### src/rtl/entrada_botoes_pkg.sv
// Shared constants and FSM state encodings for the button input stage.
// The game datapath debug decoders reuse the same state encodings.
package entrada_botoes_pkg;

    localparam int N_BOTOES_PAD        = 4;
    localparam int DEBOUNCE_CICLOS_PAD = 5;
    localparam int CW_PAD              = 4;

    typedef enum logic [2:0] {
        OCIOSO       = 3'd0,
        FILTRA       = 3'd1,
        EMITE        = 3'd2,
        ESPERA_SOLTA = 3'd3
    } estado_t;

endpackage

### src/rtl/entrada_botoes_sincronizador_2ff.sv
// Two-flop synchroniser for asynchronous button levels.
// Synchronous active-high reset clears both stages.
module sincronizador_2ff #(
    parameter int WIDTH = 4
) (
    input  logic             clock,
    input  logic             reset,
    input  logic [WIDTH-1:0] d,
    output logic [WIDTH-1:0] q
);

    logic [WIDTH-1:0] r_s1;
    logic [WIDTH-1:0] r_s2;

    always_ff @(posedge clock) begin
        if (reset) begin
            r_s1 <= '0;
            r_s2 <= '0;
        end else begin
            r_s1 <= d;
            r_s2 <= r_s1;
        end
    end

    assign q = r_s2;

endmodule

### src/rtl/entrada_botoes.sv
// Button input stage: synchronise, debounce and emit one clean play per press.
// Outputs a 1-cycle tem_jogada pulse plus a held play code.
import entrada_botoes_pkg::*;

module entrada_botoes #(
    parameter int N_BOTOES        = N_BOTOES_PAD,
    parameter int DEBOUNCE_CICLOS = DEBOUNCE_CICLOS_PAD,
    parameter int CW              = CW_PAD
) (
    input  logic                clock,
    input  logic                reset,
    input  logic                habilita,
    input  logic [N_BOTOES-1:0] botoes,
    output logic                tem_jogada,
    output logic [N_BOTOES-1:0] jogada,
    output logic                multipla,
    output logic [2:0]          db_estado
);

    localparam logic [CW-1:0]       CNT_MAX = CW'(DEBOUNCE_CICLOS - 1);
    localparam logic [CW-1:0]       CNT_UM  = CW'(1);
    localparam logic [N_BOTOES-1:0] COD_UM  = N_BOTOES'(1);

    logic [N_BOTOES-1:0] w_s;
    logic                w_onehot;

    estado_t             r_estado;
    logic [CW-1:0]       r_cnt;
    logic [N_BOTOES-1:0] r_cand;
    logic [N_BOTOES-1:0] r_jogada;
    logic                r_multipla;
    logic                r_tem;
    logic                r_armado;

    sincronizador_2ff #(
        .WIDTH (N_BOTOES)
    ) u_sinc (
        .clock (clock),
        .reset (reset),
        .d     (botoes),
        .q     (w_s)
    );

    assign w_onehot = (r_cand != '0) &&
                      ((r_cand & (r_cand - COD_UM)) == '0);

    // r_armado blocks a button already held while disabled from
    // being taken as a play once habilita rises; it rearms on release.
    always_ff @(posedge clock) begin
        if (reset) begin
            r_estado   <= OCIOSO;
            r_cnt      <= '0;
            r_cand     <= '0;
            r_jogada   <= '0;
            r_multipla <= 1'b0;
            r_tem      <= 1'b0;
            r_armado   <= 1'b0;
        end else begin
            r_tem <= 1'b0;
            if (w_s == '0)
                r_armado <= 1'b1;
            else if (!habilita)
                r_armado <= 1'b0;

            case (r_estado)
                OCIOSO: begin
                    if (habilita && (w_s != '0) && r_armado) begin
                        r_cand   <= w_s;
                        r_cnt    <= '0;
                        r_estado <= FILTRA;
                    end
                end
                FILTRA: begin
                    if (!habilita) begin
                        r_cnt    <= '0;
                        r_estado <= ESPERA_SOLTA;
                    end else if (w_s != r_cand) begin
                        r_estado <= OCIOSO;
                    end else if (r_cnt == CNT_MAX) begin
                        r_jogada   <= r_cand;
                        r_multipla <= ~w_onehot;
                        r_tem      <= 1'b1;
                        r_estado   <= EMITE;
                    end else begin
                        r_cnt <= r_cnt + CNT_UM;
                    end
                end
                EMITE: begin
                    r_cnt    <= '0;
                    r_estado <= ESPERA_SOLTA;
                end
                ESPERA_SOLTA: begin
                    if (w_s != '0)
                        r_cnt <= '0;
                    else if (r_cnt == CNT_MAX)
                        r_estado <= OCIOSO;
                    else
                        r_cnt <= r_cnt + CNT_UM;
                end
                default: r_estado <= OCIOSO;
            endcase
        end
    end

    assign tem_jogada = r_tem;
    assign jogada     = r_jogada;
    assign multipla   = r_multipla;
    assign db_estado  = r_estado;

endmodule

### config.mk
export PLATFORM = sky130hd
export DESIGN_NAME = entrada_botoes
export DESIGN_NICKNAME = d
export VERILOG_FILES = /design/src/rtl/entrada_botoes_pkg.sv /design/src/rtl/entrada_botoes_sincronizador_2ff.sv /design/src/rtl/entrada_botoes.sv
export SDC_FILE = /design/constraint.sdc
export NUM_CORES = 1
export LEC_CHECK = 0
export CAP_MARGIN = 15
export CORE_MARGIN = 2
export CORE_UTILIZATION = 50
export CTS_BUF_LIST = sky130_fd_sc_hd__clkbuf_4 sky130_fd_sc_hd__clkbuf_8
export DETAILED_ROUTE_END_ITERATION = 10
export PLACE_DENSITY = 0.71
export SLEW_MARGIN = 20
export SYNTH_ARGS = -nofsm -noshare
export SYNTH_HDL_FRONTEND = slang
export SYNTH_SLANG_ARGS = --single-unit
### constraint.sdc
create_clock -name clock -period 2.2 [get_ports clock]
set_input_delay 0.22 -clock clock [delete_from_list [all_inputs] [get_ports clock]]
set_output_delay 0.22 -clock clock [all_outputs]
set_load 0.1 [all_outputs]
**Word level (Yosys, flattened, before mapping)**

Index checks and enable logic that the tools add are counted.

- Multiplexer cells: 16
- Equal/unequal tests: 11
- Add/sub/neg operators: 2
- Bitwise gates (word level): 5
- Reductions and logical operators: 14

Operator list:

| kind | number |
|---|---|
| 2-to-1 mux 4 bit | 5 |
| 2-to-1 mux 3 bit | 6 |
| case mux 4 bit (4 select lines) | 1 |
| case mux 3 bit (4 select lines) | 1 |
| nonzero test 4 bit | 3 |
| logical NOT 4 bit | 2 |
| AND reduction 4 bit | 2 |
| == test 3 x 2 -> 1 bit (second input constant) | 2 |
| inequality test 2 bit (second input constant) | 3 |
| adder 4 x 1 -> 4 bit (second input constant) | 1 |
| bitwise AND 4 bit | 1 |
| == test 4 x 3 -> 1 bit (second input constant) | 1 |
| inequality test 4 bit | 1 |
| inequality test 4 bit (second input constant) | 1 |
| NOT 1 bit | 4 |
| OR reduction 4 bit | 1 |
| subtractor 4 x 1 -> 4 bit (second input constant) | 1 |
| == test 3 x 1 -> 1 bit (second input constant) | 1 |
| logical AND 1 bit | 3 |
| logical NOT 3 bit | 1 |
| 2-to-1 mux 1 bit | 3 |
| inequality test 3 bit (second input constant) | 1 |
| AND reduction 3 bit | 1 |
| inequality test 2 x 1 -> 1 bit (second input constant) | 1 |
| AND reduction 2 bit | 1 |

- Register bits: 26
- Output and inout port bits: 9
- Input bits: 7

**Depth between registers and ports, before layout**

Gate-level depths: netlist of run 1.

- Word-level depth: 5
- Gate-level depth with buffers: 7
- Gate-level depth less buffers: 7

**Hierarchy**

Synthesis of run 1 repeated with hierarchy kept, for this count alone.

- Cells, all modules: 113
- Area, all modules: 1079.8 µm²

Modules (own cells, without submodules):

| module | cells an instance | area an instance (µm²) | instances |
|---|---|---|---|
| entrada_botoes | 97 | 869.6 | 1 |
| sincronizador_2ff | 16 | 210.2 | 1 |

**Worst setup path after synthesis of run 1**

No wires, ideal clock.

- Kind: reg2reg
- From: register r_estado[0], in the netlist db_estado[0]
- To: register r_jogada[2], in the netlist jogada[2]
- Path slack: 144 ps
- Setup time: 128 ps
- Data required time: 2072 ps
- Clock period less this slack: 2056 ps
- Stages on the path, launching flop included: 6
- Data arrival time: 1928 ps
- Cell sequence: dfxtp_1 inv_1 nor2_1 nand3_1 mux2i_1 nor2_1

- Cells in the longest elaborated chain, start to end: 2

RTL lines:

| item | line | text |
|---|---|---|
| start, declared | entrada_botoes.sv:27 | `estado_t r_estado;` |
| start signal, assigned | entrada_botoes.sv:51 | `r_estado <= OCIOSO;` |
| start signal, assigned | entrada_botoes.sv:70 | `r_estado <= FILTRA;` |
| start signal, assigned | entrada_botoes.sv:76 | `r_estado <= ESPERA_SOLTA;` |
| == test 3 x 1 -> 1 bit | entrada_botoes.sv:65 | `case (r_estado)` |
| AND reduction 4 bit (no source line) | - |  |
| end signal, assigned | entrada_botoes.sv:80 | `r_jogada <= r_cand;` |
| end, declared | entrada_botoes.sv:30 | `logic [N_BOTOES-1:0] r_jogada;` |

No other way between the ends.
A chain may end at the register's enable or synchronous reset.

**Worst setup path after layout of run 1**

- From: register r_cand[1]
- To: register r_cnt[0]

- Cells in the longest elaborated chain, start to end: 3

RTL lines:

| item | line | text |
|---|---|---|
| start, declared | entrada_botoes.sv:29 | `logic [N_BOTOES-1:0] r_cand;` |
| start signal, assigned | entrada_botoes.sv:68 | `r_cand <= w_s;` |
| inequality test 4 bit | entrada_botoes.sv:77 | `end else if (w_s != r_cand) begin` |
| inequality test 3 bit (no source line) | - |  |
| AND reduction 3 bit (no source line) | - |  |
| end signal, assigned | entrada_botoes.sv:85 | `r_cnt <= r_cnt + CNT_UM;` |
| end signal, assigned | entrada_botoes.sv:98 | `r_cnt <= r_cnt + CNT_UM;` |
| end, declared | entrada_botoes.sv:28 | `logic [CW-1:0] r_cnt;` |

No other way between the ends.

==> results of run 1 <==
-- per-layer routing --
| metal | vias to the layer above | global-route usage [%] | routed length [um] |
|---|---|---|---|
| met5 | - | 0 | 0 |
| met1 | 354 | 18.64 | 841 |
| met4 | 0 | 2.252 | 0 |
| met3 | 0 | 6.548 | 78 |
| li1 | 409 | - | - |
| met2 | 16 | 27.41 | 817 |
-- how the worst min path moves through the flow --
stage / endpoint / from / slack [ns]
2_1_floorplan: u_sinc.q[0] / reset / 0.29
3_3_place_gp: u_sinc.q[1] / u_sinc.r_s1[1] / 0.42
3_5_place_dp: u_sinc.q[0] / u_sinc.r_s1[0] / 0.42
4_1_cts: u_sinc.r_s1[1] / botoes[1] / 0.44
5_1_grt: u_sinc.r_s1[1] / botoes[1] / 0.43
6_report: u_sinc.r_s1[1] / botoes[1] / 0.45
-- metrics by stage --
stage                     utilization, %  hold WS [ns]  std cells  power (mW)  cell area, um^2
after floorplan                        -        0.2916        109      0.5704             1074
after global placement             61.69        0.4180        150      0.5989             1235
after detailed placement           61.69        0.4239        150      0.6011             1235
after CTS                          63.06        0.4354        154      0.7922             1262
after global routing               63.06        0.4297        154      0.8285             1262
final                              63.06        0.4463        154      0.7828             1262
-- cell type report --
type / instances / area [um^2] / share of cell area, %
Clock inverter: 1 / 5.005 / 0.3964
Tap cell: 27 / 33.78 / 2.676
Inverter: 4 / 15.01 / 1.189
Clock buffer: 3 / 22.52 / 1.784
Sequential cell: 25 / 500.5 / 39.64
Multi-Input combinational cell: 77 / 543.0 / 43.01
Timing Repair Buffer: 17 / 142.6 / 11.30
-- sequential cells by signal, indices dropped and copies added (netlist names) --
name / count
db_estado: 2
jogada: 4
multipla: 1
r_armado: 1
r_cand: 4
r_cnt: 4
tem_jogada: 1
u_sinc.q: 4
u_sinc.r_s1: 4
-- kinds of logic after synthesis --
kind of cell | Yosys count
compound gates | 14
xor+xnor | 5
fa+ha+maj | 2
buf+inv | 7
flops | 25
mux | 12
other cells | 1
simple gates | 43
-- critical path, stage by stage, from the launching register on --
cell and delay (ns):
dfxtp_1 0.47, xor2_1 0.15, nor4_4 0.41, o32ai_2 0.22, or3_1 0.41, a21oi_1 0.12
-- Yosys cell counts --
| cell type | number | area, um^2 |
|---|---|---|
| a31oi_1 | 2 | 12.51 |
| nor4_4 | 2 | 42.54 |
| o21a_1 | 2 | 15.01 |
| o21ai_0 | 3 | 15.01 |
| nand3b_1 | 2 | 15.01 |
| nor3_1 | 3 | 15.01 |
| or3_1 | 1 | 6.260 |
| nor3b_1 | 1 | 7.510 |
| nand2b_1 | 1 | 6.260 |
| nor4_1 | 1 | 6.260 |
| xor2_1 | 5 | 43.79 |
| nand4b_1 | 1 | 8.760 |
| nand3_1 | 3 | 15.01 |
| nor2_1 | 16 | 60.06 |
| buf_4 | 1 | 7.510 |
| dfxtp_1 | 25 | 500.5 |
| o31ai_1 | 1 | 7.510 |
| nor2b_1 | 10 | 62.56 |
| conb_1 | 1 | 3.750 |
| o221a_2 | 1 | 11.26 |
| inv_1 | 4 | 15.01 |
| o32ai_2 | 1 | 16.27 |
| nand2_1 | 2 | 7.510 |
| mux2i_1 | 12 | 120.1 |
| ha_1 | 2 | 25.02 |
| clkbuf_1 | 2 | 7.510 |
| a21oi_1 | 4 | 20.02 |
-- power groups by stage --
| stage | sequential [mW] | combinational, mW | clock, mW |
|---|---|---|---|
| 3_3_place_gp | 0.488 | 0.111 | 0 |
| 3_5_place_dp | 0.489 | 0.113 | 0 |
| 2_1_floorplan | 0.508 | 0.0628 | 0 |
| 4_1_cts | 0.479 | 0.113 | 0.201 |
| 6_report | 0.479 | 0.112 | 0.192 |
| 5_1_grt | 0.481 | 0.122 | 0.226 |
==> flow_results.xml, run 1 <==
<?xml version="1.0" encoding="UTF-8"?>
<metrics>
  <group name="clocking">
    <metric name="cts_resized" unit="">0</metric>
    <metric name="cts-buffers-inserted" unit="">3</metric>
    <metric name="clock_insertion_delay_worst_skew" unit="ns">0.30</metric>
    <metric name="cts_max_path_buffers" unit="">2</metric>
    <metric name="post-cts-setup-buffers" unit="">0</metric>
    <metric name="clk_transition_reported_paths" unit="ns">0.12</metric>
    <metric name="clock_sinks" unit="">25</metric>
    <metric name="root_buffer" unit="">clkbuf_4</metric>
    <metric name="hold_buffers" unit="">0</metric>
    <metric name="cts_max_level" unit="">1</metric>
    <metric name="tritoncts_clock_tree" unit="">done</metric>
  </group>
  <group name="synthesis">
    <metric name="post_synth_mux_area_share" unit="%">11.19</metric>
    <metric name="synthXorXnorAreaFrac" unit="%">4.079</metric>
    <metric name="synth_fa_ha_area_share" unit="%">2.331</metric>
    <metric name="synth_area" unit="mm^2">0.001074</metric>
    <metric name="syn-num-nets" unit="">118</metric>
    <metric name="post_synthesis_compound_gate_area_fraction" unit="%">9.091</metric>
    <metric name="synth_top_family_by_area" unit="">simple AND/OR/NAND/NOR gates</metric>
    <metric name="flop_and_latch_count_out_of_synthesis" unit="">25</metric>
    <metric name="synthesis.area_per_instance" unit="um^2">9.849</metric>
    <metric name="yosysWarningCount" unit="">0</metric>
    <metric name="area_share_of_and_or_nand_nor_cells_after_synthesis" unit="%">23.54</metric>
    <metric name="post_synth_inst_count" unit="">109</metric>
    <metric name="synth.yosys.seq_area_share" unit="%">46.62</metric>
    <metric name="count_of_distinct_cell_types_in_the_synthesized_netlist" unit="">27</metric>
  </group>
  <group name="detailed_routing">
    <metric name="routed-via-count" unit="">779</metric>
    <metric name="detailed_routing_iteration_count_for_the_pre_antenna_repair_pass" unit="">4</metric>
    <metric name="vias_per_cell" unit="">5.058</metric>
    <metric name="avgRoutedWirePerCell" unit="um">11.28</metric>
    <metric name="drc" unit="">0</metric>
    <metric name="drt_iter0_drc" unit="">9</metric>
    <metric name="detail_route.wirelength" unit="mm">1.737</metric>
    <metric name="antenna_left" unit="">0</metric>
  </group>
  <group name="placement">
    <metric name="gp_congestion" unit="">0.8449</metric>
    <metric name="dpl_worst_slack" unit="ns">0.3699</metric>
    <metric name="dpl.hpwl" unit="mm">1.353</metric>
    <metric name="numPortBuffers" unit="">14</metric>
  </group>
  <group name="sta">
    <metric name="layout_setup_ws" unit="ns">0.3661</metric>
    <metric name="layout_worst_path_cycle_share" unit="%">83.36</metric>
    <metric name="worst_slew_pin_slew" unit="ns">0.5361</metric>
    <metric name="timing.fmax" unit="GHz">0.5453</metric>
    <metric name="report.final.setup_viol" unit="">0</metric>
    <metric name="final-hold-violation-count" unit="">0</metric>
    <metric name="maxSlewViolCount" unit="">0</metric>
    <metric name="period_minus_slack" unit="ns">1.834</metric>
    <metric name="unrepaired_setup_endpoints_after_global_routing" unit="">no</metric>
    <metric name="finalClockSkew" unit="ns">0.001493</metric>
    <metric name="setup_tns" unit="ns">0</metric>
    <metric name="slew_headroom" unit="%">64.26</metric>
  </group>
  <group name="critical_path">
    <metric name="rr_worst_depth" unit="">5</metric>
    <metric name="endpoint_kind" unit="">flip-flop</metric>
    <metric name="crit-reg2reg-capture" unit="">r_cnt[0]</metric>
    <metric name="crit_path_max_fanout" unit="">7</metric>
    <metric name="reg2reg_slack" unit="ns">0.37</metric>
    <metric name="crit_start" unit="">r_cand[1]</metric>
    <metric name="cp.required" unit="ns">2.45</metric>
    <metric name="cp_data_arrival_time" unit="ns">2.08</metric>
    <metric name="path_class" unit="">reg2reg</metric>
    <metric name="rr_startpoint" unit="">r_cand[1]</metric>
    <metric name="worstSetupEndpoint" unit="">r_cnt[0]</metric>
    <metric name="startpoint_type" unit="">flip-flop</metric>
  </group>
  <group name="cells_and_area">
    <metric name="number_of_inserted_filler_cells_in_the_final_layout" unit="">165</metric>
    <metric name="area_growth" unit="%">17.60</metric>
    <metric name="layout.cells.most_common" unit="">dfxtp_1</metric>
    <metric name="layout.cells.most_common_list" unit="">dfxtp_1 (25), nor2_1 (16), mux2i_1 (12)</metric>
    <metric name="ant_diodes" unit="">0</metric>
    <metric name="nNetsFinal" unit="">137</metric>
    <metric name="layout-drive-gt1-share" unit="%">14.96</metric>
  </group>
  <group name="die">
    <metric name="ioPinCount" unit="">16</metric>
    <metric name="die_area" unit="mm^2">0.002534</metric>
    <metric name="chipHeight" unit="um">50.34</metric>
    <metric name="placementRows" unit="">16</metric>
    <metric name="dieWidth" unit="um">50.34</metric>
    <metric name="core_area" unit="mm^2">0.002002</metric>
    <metric name="start_util" unit="%">53.63</metric>
  </group>
  <group name="power">
    <metric name="ratio_of_total_power_to_cell_area" unit="mW/mm^2">620.0</metric>
    <metric name="clock_power_share" unit="%">24.5</metric>
    <metric name="p_leak" unit="nW">0.5686</metric>
    <metric name="seq_power_share" unit="%">61.1</metric>
    <metric name="vdd.ir_drop.worst" unit="mV">0.5031</metric>
    <metric name="cell_internal_pwr" unit="mW">0.5765</metric>
    <metric name="switching_power_summed_over_all_nets" unit="mW">0.2062</metric>
    <metric name="power.share.switching" unit="%">26.35</metric>
    <metric name="pwr-share-comb" unit="%">14.3</metric>
  </group>
  <group name="global_route">
    <metric name="vias_in_the_first_global_route" unit="">714</metric>
    <metric name="global_route_wire_length_before_repair" unit="mm">3.036</metric>
    <metric name="grt_max_degree" unit="">15</metric>
    <metric name="grt_overflow_total" unit="">0</metric>
    <metric name="number_of_antenna_violations_at_the_first_check_in_global_routing" unit="">0</metric>
    <metric name="grt_usage" unit="%">15.82</metric>
  </group>
  <group name="job">
    <metric name="maxCapViolCount" unit="">0</metric>
  </group>
  <group name="status">
    <metric name="run_status" unit="">complete, no violations</metric>
  </group>
  <group name="hold_path">
    <metric name="timing.hold.worst.class" unit="">in2reg</metric>
    <metric name="timing.hold.worst_path_depth" unit="">2</metric>
  </group>
</metrics>
(Power assumes the default switching activity.)
==> inputs of run 2 (changes only) <==
- clock period: 2.2 -> 1.75 ns (I/O delays scaled with it)
==> run 2 against run 1 <==
Against the previous run: total power increased by 31%; sequential cell count is the same; clock power is 31% higher; maximum frequency is 8.8% higher; final cell count is 5.2% higher; die area stayed put; wire length is 6.6% higher; clock-buffer cell count is the same; critical path depth grew 1; combinational power increased by 52%; via count rose by 7.7%.
==> flow_results.xml, run 2 (synthesis results as in run 1) <==
<?xml version="1.0" encoding="UTF-8"?>
<metrics>
  <group name="placement">
    <metric name="numPortBuffers" unit="">14</metric>
    <metric name="gp_congestion" unit="">0.8825</metric>
    <metric name="dpl.hpwl" unit="mm">1.367</metric>
    <metric name="dpl_worst_slack" unit="ns">-0.02704</metric>
  </group>
  <group name="detailed_routing">
    <metric name="vias_per_cell" unit="">5.179</metric>
    <metric name="detailed_routing_iteration_count_for_the_pre_antenna_repair_pass" unit="">4</metric>
    <metric name="drt_iter0_drc" unit="">12</metric>
    <metric name="antenna_left" unit="">0</metric>
    <metric name="detail_route.wirelength" unit="mm">1.851</metric>
    <metric name="drc" unit="">0</metric>
    <metric name="routed-via-count" unit="">839</metric>
    <metric name="avgRoutedWirePerCell" unit="um">11.43</metric>
  </group>
  <group name="clocking">
    <metric name="clock_insertion_delay_worst_skew" unit="ns">0.31</metric>
    <metric name="tritoncts_clock_tree" unit="">done</metric>
    <metric name="cts_max_level" unit="">1</metric>
    <metric name="clock_sinks" unit="">25</metric>
    <metric name="clk_transition_reported_paths" unit="ns">0.13</metric>
    <metric name="cts-buffers-inserted" unit="">3</metric>
    <metric name="root_buffer" unit="">clkbuf_4</metric>
    <metric name="cts_max_path_buffers" unit="">2</metric>
    <metric name="hold_buffers" unit="">0</metric>
  </group>
  <group name="global_route">
    <metric name="number_of_antenna_violations_at_the_first_check_in_global_routing" unit="">0</metric>
    <metric name="grt_max_degree" unit="">26</metric>
    <metric name="global_route_wire_length_before_repair" unit="mm">3.139</metric>
    <metric name="grt_overflow_total" unit="">0</metric>
    <metric name="grt_usage" unit="%">16.57</metric>
    <metric name="vias_in_the_first_global_route" unit="">746</metric>
  </group>
  <group name="power">
    <metric name="ratio_of_total_power_to_cell_area" unit="mW/mm^2">762.7</metric>
    <metric name="pwr-share-comb" unit="%">16.6</metric>
    <metric name="cell_internal_pwr" unit="mW">0.7471</metric>
    <metric name="clock_power_share" unit="%">24.6</metric>
    <metric name="finalPower" unit="mW">1.025</metric>
    <metric name="switching_power_summed_over_all_nets" unit="mW">0.2778</metric>
    <metric name="seq_power_share" unit="%">58.8</metric>
    <metric name="p_leak" unit="nW">0.6122</metric>
    <metric name="power.share.switching" unit="%">27.11</metric>
    <metric name="vdd.ir_drop.worst" unit="mV">0.6538</metric>
  </group>
  <group name="hold_path">
    <metric name="timing.hold.worst.class" unit="">in2reg</metric>
    <metric name="timing.hold.worst.start" unit="">botoes[1]</metric>
  </group>
  <group name="sta">
    <metric name="timing.fmax" unit="GHz">0.5930</metric>
    <metric name="holdWs" unit="ns">0.3949</metric>
    <metric name="report.final.setup_viol" unit="">0</metric>
    <metric name="finalClockSkew" unit="ns">0.002523</metric>
    <metric name="final-hold-violation-count" unit="">0</metric>
    <metric name="layout_setup_ws" unit="ns">0.06380</metric>
    <metric name="layout_worst_path_cycle_share" unit="%">96.35</metric>
    <metric name="period_minus_slack" unit="ns">1.686</metric>
    <metric name="unrepaired_setup_endpoints_after_global_routing" unit="">no</metric>
    <metric name="maxSlewViolCount" unit="">0</metric>
  </group>
  <group name="die">
    <metric name="dieWidth" unit="um">50.34</metric>
    <metric name="start_util" unit="%">53.63</metric>
    <metric name="placementRows" unit="">16</metric>
    <metric name="ioPinCount" unit="">16</metric>
    <metric name="chipHeight" unit="um">50.34</metric>
    <metric name="die_area" unit="mm^2">0.002534</metric>
    <metric name="core_area" unit="mm^2">0.002002</metric>
  </group>
  <group name="status">
    <metric name="run_status" unit="">complete, no violations</metric>
  </group>
  <group name="critical_path">
    <metric name="crit_start" unit="">u_sinc.q[1]</metric>
    <metric name="crit_path_max_fanout" unit="">4</metric>
    <metric name="cp.required" unit="ns">1.97</metric>
    <metric name="rr_startpoint" unit="">u_sinc.q[1]</metric>
    <metric name="startpoint_type" unit="">flip-flop</metric>
    <metric name="endpoint_kind" unit="">flip-flop</metric>
    <metric name="path_class" unit="">reg2reg</metric>
    <metric name="cp_data_arrival_time" unit="ns">1.90</metric>
  </group>
  <group name="cells_and_area">
    <metric name="layout-drive-gt1-share" unit="%">24.44</metric>
    <metric name="nNetsFinal" unit="">145</metric>
    <metric name="ant_diodes" unit="">0</metric>
    <metric name="area_growth" unit="%">25.17</metric>
    <metric name="fin_util" unit="%">67.13</metric>
    <metric name="layout.cells.most_common" unit="">dfxtp_1</metric>
    <metric name="layout.cells.most_common_list" unit="">dfxtp_1 (20), buf_4 (19), nor2_1 (16)</metric>
  </group>
  <group name="job">
    <metric name="maxCapViolCount" unit="">0</metric>
  </group>
</metrics>
run 2: changes by cell type in the layout (fill, tap and decap cells not counted), sizes merged:
cell | before | now
buf | 11 | 19
run 2: final cells by class:
| class | instances | area [um^2] |
|---|---|---|
| tap | 27 | 33.78 |
| sequential | 25 | 506.7 |
| multi-input combinational | 77 | 558.0 |
| clock buffer | 3 | 22.52 |
| inverter | 4 | 15.01 |
| fill | 162 | 658.1 |
| clock inverter | 1 | 5.005 |
| timing repair buffer | 25 | 202.7 |
run 2: power groups by stage:
stage          clock (mW)  combinational (mW)  sequential [mW]
4_1_cts             0.263               0.164            0.603
3_5_place_dp            0               0.153            0.614
5_1_grt             0.284               0.181            0.606
6_report            0.252               0.170            0.603
2_1_floorplan           0              0.0788            0.639
3_3_place_gp            0               0.150            0.614
run 2: worst paths after layout:
path,to,slack [ns],depth (start not counted)
setup / recovery,r_cnt[0],0.06,6
hold / removal,u_sinc.r_s1[1],0.39,2
setup reg to reg,r_cnt[0],0.06,6
hold reg to reg,u_sinc.q[1],0.45,1
run 2: metrics by stage:
stage | TNS [ns] | instance area, um^2 | std cells
global route | 0 | 1344 | 162
finish | 0 | 1344 | 162
CTS | 0 | 1330 | 161
detailed placement | -0.03503 | 1282 | 156
floorplan | 0 | 1076 | 109
global placement | 0 | 1282 | 156
run 2: worst max-delay path, cell delays in order, from the launching register on:
cell and delay (ns):
dfxtp_2 0.37, xor2_1 0.17, nor4_4 0.38, o32ai_4 0.17
buf_4 0.18, o21ai_0 0.23, a21oi_2 0.09
run 2: timing repair:
item                                    4_1_cts  5_1_grt
gates resized for setup                       2        3
buffers inserted                              1        1
pin swaps                                     1        2
cloned                                        0        0
endpoints found under the setup margin        1        7
run 2: routing by layer:
layer	share of wire [%]	vias to the layer above	GRT usage [%]
li1	-	426	-
met2	47	27	29.17
met5	0	-	0
met4	0.76	0	4.955
met1	46	384	18.83
met3	6.7	2	5.655
